<file path="src/rtl/file_param_arbiter_pkg.sv">
// Purpose : shared types and file-level defaults for the round-robin resource arbiter.
// Latency : n/a (package only).
// Backpressure: n/a (package only).
// Contents: state_e (IDLE/GRANT/RELEASE), default requester count and hold limit.
package file_param_arbiter_pkg;

   typedef enum logic [1:0] {
      IDLE    = 2'd0,
      GRANT   = 2'd1,
      RELEASE = 2'd2
   } state_e;

   localparam int FPA_NUM_REQ  = 4;
   localparam int FPA_HOLD_MAX = 15;

endpackage

</file>
<file path="src/rtl/file_param_arbiter_rr_pick.sv">
// Purpose : combinational rotating-priority picker; first set req bit above last_id, wrapping.
// Latency : zero cycles (pure combinational).
// Backpressure: none; result is valid whenever any_o is high.
// Ports   : req_i request vector, last_id_i previous winner index,
//           winner_o one-hot winner, winner_id_o winner index, any_o any request present.
module rr_pick
   import file_param_arbiter_pkg::*;
#(
   parameter  int NUM_REQ = FPA_NUM_REQ,
   localparam int IW      = $clog2(NUM_REQ)
) (
   input  logic [NUM_REQ-1:0] req_i,
   input  logic [IW-1:0]      last_id_i,
   output logic [NUM_REQ-1:0] winner_o,
   output logic [IW-1:0]      winner_id_o,
   output logic               any_o
);

   logic [NUM_REQ-1:0] upper_mask;
   logic [NUM_REQ-1:0] upper_req;
   logic [NUM_REQ-1:0] cand;

   // Bits strictly above the previous winner get first look.
   always_comb begin
      upper_mask = '0;
      for (int i = 0; i < NUM_REQ; i++) begin
         upper_mask[i] = (i > int'(last_id_i));
      end
   end

   assign upper_req = req_i & upper_mask;

   // Nothing above the previous winner: wrap and search from bit 0.
   assign cand = (|upper_req) ? upper_req : req_i;

   // Isolate the lowest set bit of the candidate set.
   assign winner_o = cand & (~cand + NUM_REQ'(1));

   always_comb begin
      winner_id_o = '0;
      for (int i = NUM_REQ - 1; i >= 0; i--) begin
         if (cand[i]) begin
            winner_id_o = IW'(i);
         end
      end
   end

   assign any_o = |req_i;

endmodule

</file>
<file path="src/rtl/file_param_arbiter.sv">
// Purpose : round-robin arbiter granting one requester at a time, with bounded hold time.
// Latency : grant registered one cycle after req seen in IDLE; two gnt-low cycles between grants.
// Backpressure: owner holds until done, req drop, or HOLD_MAX cycles (then a timeout pulse).
// Ports   : clk/rst_n, req per requester, done from owner; gnt one-hot, gnt_valid, gnt_id, timeout.
module file_param_arbiter
   import file_param_arbiter_pkg::*;
#(
   parameter  int NUM_REQ  = FPA_NUM_REQ,
   parameter  int HOLD_MAX = FPA_HOLD_MAX,
   localparam int IW       = $clog2(NUM_REQ),
   localparam int HW       = $clog2(HOLD_MAX + 1)
) (
   input  logic               clk,
   input  logic               rst_n,
   input  logic [NUM_REQ-1:0] req,
   input  logic               done,
   output logic [NUM_REQ-1:0] gnt,
   output logic               gnt_valid,
   output logic [IW-1:0]      gnt_id,
   output logic               timeout
);

   state_e             state_q, state_d;
   logic [NUM_REQ-1:0] gnt_q, gnt_d;
   logic [IW-1:0]      gnt_id_q, gnt_id_d;
   logic [IW-1:0]      last_id_q, last_id_d;
   logic [HW-1:0]      hold_q, hold_d;

   logic [NUM_REQ-1:0] pick_gnt;
   logic [IW-1:0]      pick_id;
   logic               pick_any;
   logic               owner_req;
   logic               release_req;
   logic               at_max;

   rr_pick #(
      .NUM_REQ (NUM_REQ)
   ) u_rr_pick (
      .req_i       (req),
      .last_id_i   (last_id_q),
      .winner_o    (pick_gnt),
      .winner_id_o (pick_id),
      .any_o       (pick_any)
   );

   // Owner's own request bit; other requesters' bits never affect an active grant.
   assign owner_req   = |(req & gnt_q);
   assign release_req = done || !owner_req;
   assign at_max      = (hold_q == HW'(HOLD_MAX));

   // Voluntary release takes precedence, so timeout only flags a forced revoke.
   // Driven during the last grant cycle so it lines up with the final gnt beat.
   assign timeout = (state_q == GRANT) && at_max && !release_req;

   always_comb begin
      state_d   = state_q;
      gnt_d     = gnt_q;
      gnt_id_d  = gnt_id_q;
      last_id_d = last_id_q;
      hold_d    = hold_q;
      unique case (state_q)
         IDLE: begin
            if (pick_any) begin
               state_d   = GRANT;
               gnt_d     = pick_gnt;
               gnt_id_d  = pick_id;
               last_id_d = pick_id;
               hold_d    = HW'(1);
            end
         end
         GRANT: begin
            if (release_req || at_max) begin
               state_d  = RELEASE;
               gnt_d    = '0;
               gnt_id_d = '0;
               hold_d   = '0;
            end else begin
               // Never reached with hold_q at HOLD_MAX, so this saturates by construction.
               hold_d = hold_q + HW'(1);
            end
         end
         RELEASE: begin
            state_d = IDLE;
         end
         default: begin
            state_d  = IDLE;
            gnt_d    = '0;
            gnt_id_d = '0;
         end
      endcase
   end

   always_ff @(posedge clk or negedge rst_n) begin
      if (!rst_n) begin
         state_q   <= IDLE;
         gnt_q     <= '0;
         gnt_id_q  <= '0;
         last_id_q <= IW'(NUM_REQ - 1);
         hold_q    <= '0;
      end else begin
         state_q   <= state_d;
         gnt_q     <= gnt_d;
         gnt_id_q  <= gnt_id_d;
         last_id_q <= last_id_d;
         hold_q    <= hold_d;
      end
   end

   assign gnt       = gnt_q;
   assign gnt_valid = |gnt_q;
   assign gnt_id    = gnt_id_q;

endmodule

</file>
<file path="config.mk">
export PLATFORM = sky130hd
export DESIGN_NAME = file_param_arbiter
export DESIGN_NICKNAME = d
export VERILOG_FILES = /design/src/rtl/file_param_arbiter_pkg.sv /design/src/rtl/file_param_arbiter_rr_pick.sv /design/src/rtl/file_param_arbiter.sv
export SDC_FILE = /design/constraint.sdc
export NUM_CORES = 1
export LEC_CHECK = 0
export ABC_AREA = 1
export CAP_MARGIN = 20
export CORE_AREA = 4 4 53 55
export DETAILED_ROUTE_END_ITERATION = 8
export DIE_AREA = 0 0 57 59
export HOLD_SLACK_MARGIN = 0.08
export PLACE_DENSITY = 0.62
export SYNTH_ARGS = -nofsm -noshare
export SYNTH_HDL_FRONTEND = slang
export SYNTH_SLANG_ARGS = --single-unit
</file>
<file path="constraint.sdc">
create_clock -name clk -period 1.6 [get_ports clk]
set_input_delay 0.24 -clock clk [delete_from_list [all_inputs] [get_ports clk]]
set_output_delay 0.24 -clock clk [all_outputs]
set_load 0.05 [all_outputs]
</file>
-- Word level (Yosys, flattened, before mapping)
Cells that the tools add are included.
W data, S select, Z words.
- flip-flop bits (word level): 14
- output and inout port bits: 8
- word-level logic and storage cells: 53
- mux-type cells: 17
- $add $sub $neg: 2
- order comparisons: 3
- equality and inequality tests: 5
- reductions and logical operators: 16
- bitwise operators: 5
- operators with widths (operator ; number):
    $mux W4 ; 5
    $mux W2 ; 8
    $reduce_or A4 Y1 ; 4
    $and A4 B4 Y4 ; 3
    $pmux W4 S3 ; 1
    $add A4 B1 Y4 const B ; 2
    $pmux W4 S2 ; 1
    $pmux W2 S3 ; 1
    $reduce_and A2 Y1 ; 3
    $eq A4 B4 Y1 const B ; 1
    $gt A2 B2 Y1 const A ; 2
    $not A4 Y4 ; 1
    $pmux W2 S2 ; 1
    $reduce_and A3 Y1 ; 1
    $eq A2 B1 Y1 const B ; 1
    $eq A2 B2 Y1 const B ; 1
    $gt A1 B2 Y1 const A ; 1
    $logic_and A1 B1 Y1 ; 2
    $logic_not A1 Y1 ; 2
    $logic_not A2 Y1 ; 1
    $logic_or A1 B1 Y1 ; 2
    $ne A2 B1 Y1 const B ; 1
    $ne A2 B2 Y1 const B ; 1
    $reduce_bool A2 Y1 ; 1
    $not A1 Y1 ; 1

-- Depth between registers and ports, before layout
- depth in word-level cells: 10
- depth in mapped cells: 8
- depth with buffers taken out: 8

-- Cells and area by module
Synthesis repeated with hierarchy kept, for this count alone.
- cell total of the unflattened synthesis: 108
- area total of the unflattened synthesis: 817.0 um^2
- modules (own cells, without submodules) (module ; cells an instance ; times used ; area each (um^2) ; sequential area each (um^2)):
    file_param_arbiter ; 85 ; 1 ; 694.4 ; 352.8
    rr_pick ; 23 ; 1 ; 122.6 ; 0.0

-- Worst setup path after synthesis
OpenSTA, ideal clock, no wires.
- kind: register to output
- from: register gnt_q[1] (netlist: gnt[1])
- to: output timeout
- arrival: 2028 ps
- stages on the path, launching flop included: 7
- setup slack: -668 ps
- required time: 1360 ps
- buffers on the path: 0
- path through: dfrtp_1 nand2_1 nand2_1 inv_1 nand2_4 nand2_1 nor3_1
- cells in the longest elaborated chain, start to end: 6
- ends and longest elaborated chain (what ; line ; RTL):
    start, declared ; file_param_arbiter.sv:24 ; logic [NUM_REQ-1:0] gnt_q, gnt_d;
    start signal, assigned ; file_param_arbiter.sv:102 ; gnt_q <= gnt_d;
    $and A4 B4 Y4 ; file_param_arbiter.sv:47 ; assign owner_req = |(req & gnt_q);
    $reduce_or A4 Y1 ; file_param_arbiter.sv:47 ;
    $logic_not A1 Y1 ; file_param_arbiter.sv:48 ; assign release_req = done || !owner_req;
    $logic_or A1 B1 Y1 ; file_param_arbiter.sv:48 ;
    $logic_not A1 Y1 ; file_param_arbiter.sv:53 ; assign timeout = (state_q == GRANT) && at_max && !release_req;
    $logic_and A1 B1 Y1 ; file_param_arbiter.sv:53 ;
    end, declared ; file_param_arbiter.sv:20 ; output logic timeout
No other way between the ends.

-- Worst setup path after layout
- from: register gnt_q[3] (netlist: gnt[3])
- to: output gnt_valid
- cells in the longest elaborated chain, start to end: 1
- ends and longest elaborated chain (what ; line ; RTL):
    $reduce_or A4 Y1 ; file_param_arbiter.sv:110 ; assign gnt_valid = |gnt_q;
    end, declared ; file_param_arbiter.sv:18 ; output logic gnt_valid,
No other way between the ends.

==> flow_summary.json <==
{
  "clkTransAtPathRegs_ns": 0.09,
  "path_delay_family": "simple AND/OR/NAND/NOR gates",
  "cts_tree": "built",
  "die_h_um": 59,
  "synth_top_family_by_area": "simple AND/OR/NAND/NOR gates",
  "wire_per_inst_um": 12.22,
  "ys_seq_area_share_pct": 43.86,
  "fin_skew_ns": 0.006615,
  "clockRootBuffer": "clkbuf_4",
  "dp_hpwl_um": 1447,
  "fin_cells": 166,
  "hold_class": "primary input to asynchronous set/reset pin",
  "grt_pass1_wl_um": 3339,
  "initial_core_util_pct": 33.70,
  "grt_pass1_vias": 803,
  "syn_area_um2": 804.5,
  "dr_wl_met2_um": 1073,
  "htree_levels": 1,
  "drive_above_1_share_pct": 42.65,
  "ios": 15,
  "insertion_delay_ns": 0.28,
  "synth-seq-cells": 14,
  "crit_path_top_delay_cell": "or4_4",
  "multiInputGateArea_um2": 437.9,
  "vias": 790,
  "port_buffers": 14,
  "grt_max_degree": 15,
  "fin_crit_sh_pct": 104.2,
  "maxSlewViolCount": 0,
  "synthAdderAreaFrac_pct": 1.555,
  "drt_first_pass_iters": 4,
  "antenna_cells": 0,
  "tightest_slew_ns": 0.2382,
  "nets": 145,
  "power_uw": 2167,
  "ir_drop_v": 0.001003,
  "fill_cells": 242,
  "fp.coreArea_mm2": 0.002387,
  "synth_compound_area_share_pct": 2.333,
  "syn_nets": 112,
  "synth.avg_cell_area_um2": 7.736,
  "postSynthCellCount": 104,
  "vias_per_cell": 4.759,
  "routed_wl_um": 2028,
  "leakagePower_uw": 0.0006404,
  "cts.path.max_buffers": 2,
  "ant_nets": 0,
  "max_stage_delay_ns": 0.55,
  "seq_area_um2": 357.8,
  "endpoint_kind": "output pin",
  "synthSimpleGateAreaFrac_pct": 44.01,
  "clock_sinks": 14,
  "crit_arrival_ns": 1.43,
  "synth-xor-area-share_pct": 2.177,
  "max_cap_violations": 0,
  "die_area_mm2": 0.003363,
  "outcome": "complete, but fails checks",
  "wl_met1_um": 795,
  "cts_hold_buffers": 0,
  "grt_util_all_layers_pct": 12.85,
  "critical_path_buf_inv_count": 1,
  "r2r_start": "hold_q[0]",
  "worst_slack_ns": -0.06681,
  "syn_to_final_growth_pct": 44.95,
  "rsz0062_at_grt": "yes",
  "cp.required_ns": 1.36,
  "finalHoldViolations": 0,
  "criticalPathCategory": "flip-flop to output pin",
  "failed_checks": "setup timing",
  "drtIter0Drc": 39,
  "slew_headroom_pct": 84.06,
  "drc": 0,
  "top_layer": "met4",
  "met3_length_um": 115,
  "grt-ovfl-total": 0,
  "finalSetupViolCount": 2,
  "synth.area.mux_share_pct": 0,
  "yosys_warnings": 0,
  "path_max_fanout": 3,
  "cp-start-kind": "flip-flop",
  "cellPowerDensity_mw_per_mm2": 1858,
  "numCtsBuffers": 3,
  "holdWs_ns": 0.2752,
  "period_minus_slack_ns": 1.667,
  "fmax_mhz": 599.9,
  "crit_chain": "or4_4 > buf_6",
  "cp-startpoint": "gnt[3]",
  "fp-row-count": 18,
  "antenna_found_initial": 0,
  "die_width_um": 57,
  "dp_cells": 158,
  "yosysUniqueCellTypes": 21,
  "gp_congestion": 0.9188
}
[kinds of logic (layout without fill, tap and decap cells)]
kind of cell | count (synthesis) | in the layout
buffers and inverters | 13 | 45
AND/OR/NAND/NOR | 71 | 71
flip-flops | 14 | 14
AO/OA/AOI/OAI | 3 | 3
XOR/XNOR | 2 | 2
adder cells (fa/ha/maj) | 1 | 1
[worst paths after layout]
path / endpoint / slack (ns) / cells past startpoint
worst max-delay path: gnt_valid / -0.07 / 2
min in group clk: gnt_id[1] / 0.48 / 2
max in group asynchronous: last_id_q[1] / 1.08 / 2
worst min register to register: gnt_id[1] / 0.48 / 2
worst min-delay path: gnt[1] / 0.28 / 2
worst max register to register: gnt[1] / 0.31 / 7
[state kept, by name (all words and copies together) (netlist names)]
register / count
gnt: 4
hold_q: 4
gnt_id: 2
last_id_q: 2
state_q: 2
[synthesized netlist by cell type, drive strengths merged]
cell type  count  share of area, %
nor3           2               1.2
nand4          2               4.2
nand3         13               8.7
dfrtp         12                37
inv           13               6.1
o21ai          3               2.3
nand3b         1              0.93
dfstp          2               6.5
xor2           2               2.2
or2            1              0.78
nand2         43                23
nor2           8               4.7
or4            1              0.93
ha             1               1.6
[where the power goes]
| part | switching (uW) | total [uW] | internal [uW] |
|---|---|---|---|
| combinational | 819 | 1290 | 473 |
| sequential | 114 | 617 | 503 |
| clock | 120 | 258 | 138 |
| total | 1050 | 2170 | 1110 |
[per-stage QoR]
stage / TNS [ns] / util [%] / setup slack, ns / cell area [um^2]
global placement: -0.04361 / 44.65 / -0.04361 / 1066
finish: -0.06886 / 48.85 / -0.06681 / 1166
detailed placement: -0.07450 / 44.65 / -0.06794 / 1066
CTS: -0.06756 / 48.01 / -0.06756 / 1146
floorplan: 0 / - / 0.006614 / 820.8
global route: -0.1585 / 48.85 / -0.09435 / 1166
[cell usage in the layout, fill, tap and decap left out, types with 2 or more instances in the layout]
cell type / instances
nand2_1: 34
buf_4: 20
nand3_1: 11
inv_2: 8
dfrtp_1: 8
nand2_2: 7
nor2_1: 7
inv_1: 5
dfrtp_2: 4
clkbuf_4: 3
dlymetal6s2s_1: 3
nand3_2: 2
nand2_4: 2
xor2_1: 2
o21ai_1: 2
clkdlybuf4s50_1: 2
dfstp_2: 2
[area by class of cell]
class	instances	area share, %
clock buffer	4	3.112
inverter	13	4.185
multi-input combinational	77	37.55
sequential	14	30.69
tap	30	3.219
timing repair buffer	28	21.24
[metal layers]
| metal | up-vias | GRT usage (%) |
|---|---|---|
| met1 | 368 | 14.83 |
| met2 | 26 | 21.37 |
| met3 | 4 | 2.832 |
| li1 | 392 | - |
| met5 | - | 0 |
| met4 | 0 | 8.609 |
[worst reg2reg max path, cell delays in order (launching register included)]
cell	delay, ns
dfrtp_1	0.37
ha_2	0.21
nand3_2	0.12
buf_4	0.17
nand4_4	0.11
nand2_4	0.09
nand2_1	0.08
nand2_1	0.05
[timing repair]
action                                  CTS  global route
resized for setup                         5             9
gates cloned                              0             0
pin swaps                                 3             3
setup buffers                             4             0
endpoints found under the setup margin    2             2
No activity file was read; power rests on OpenSTA's default activity.
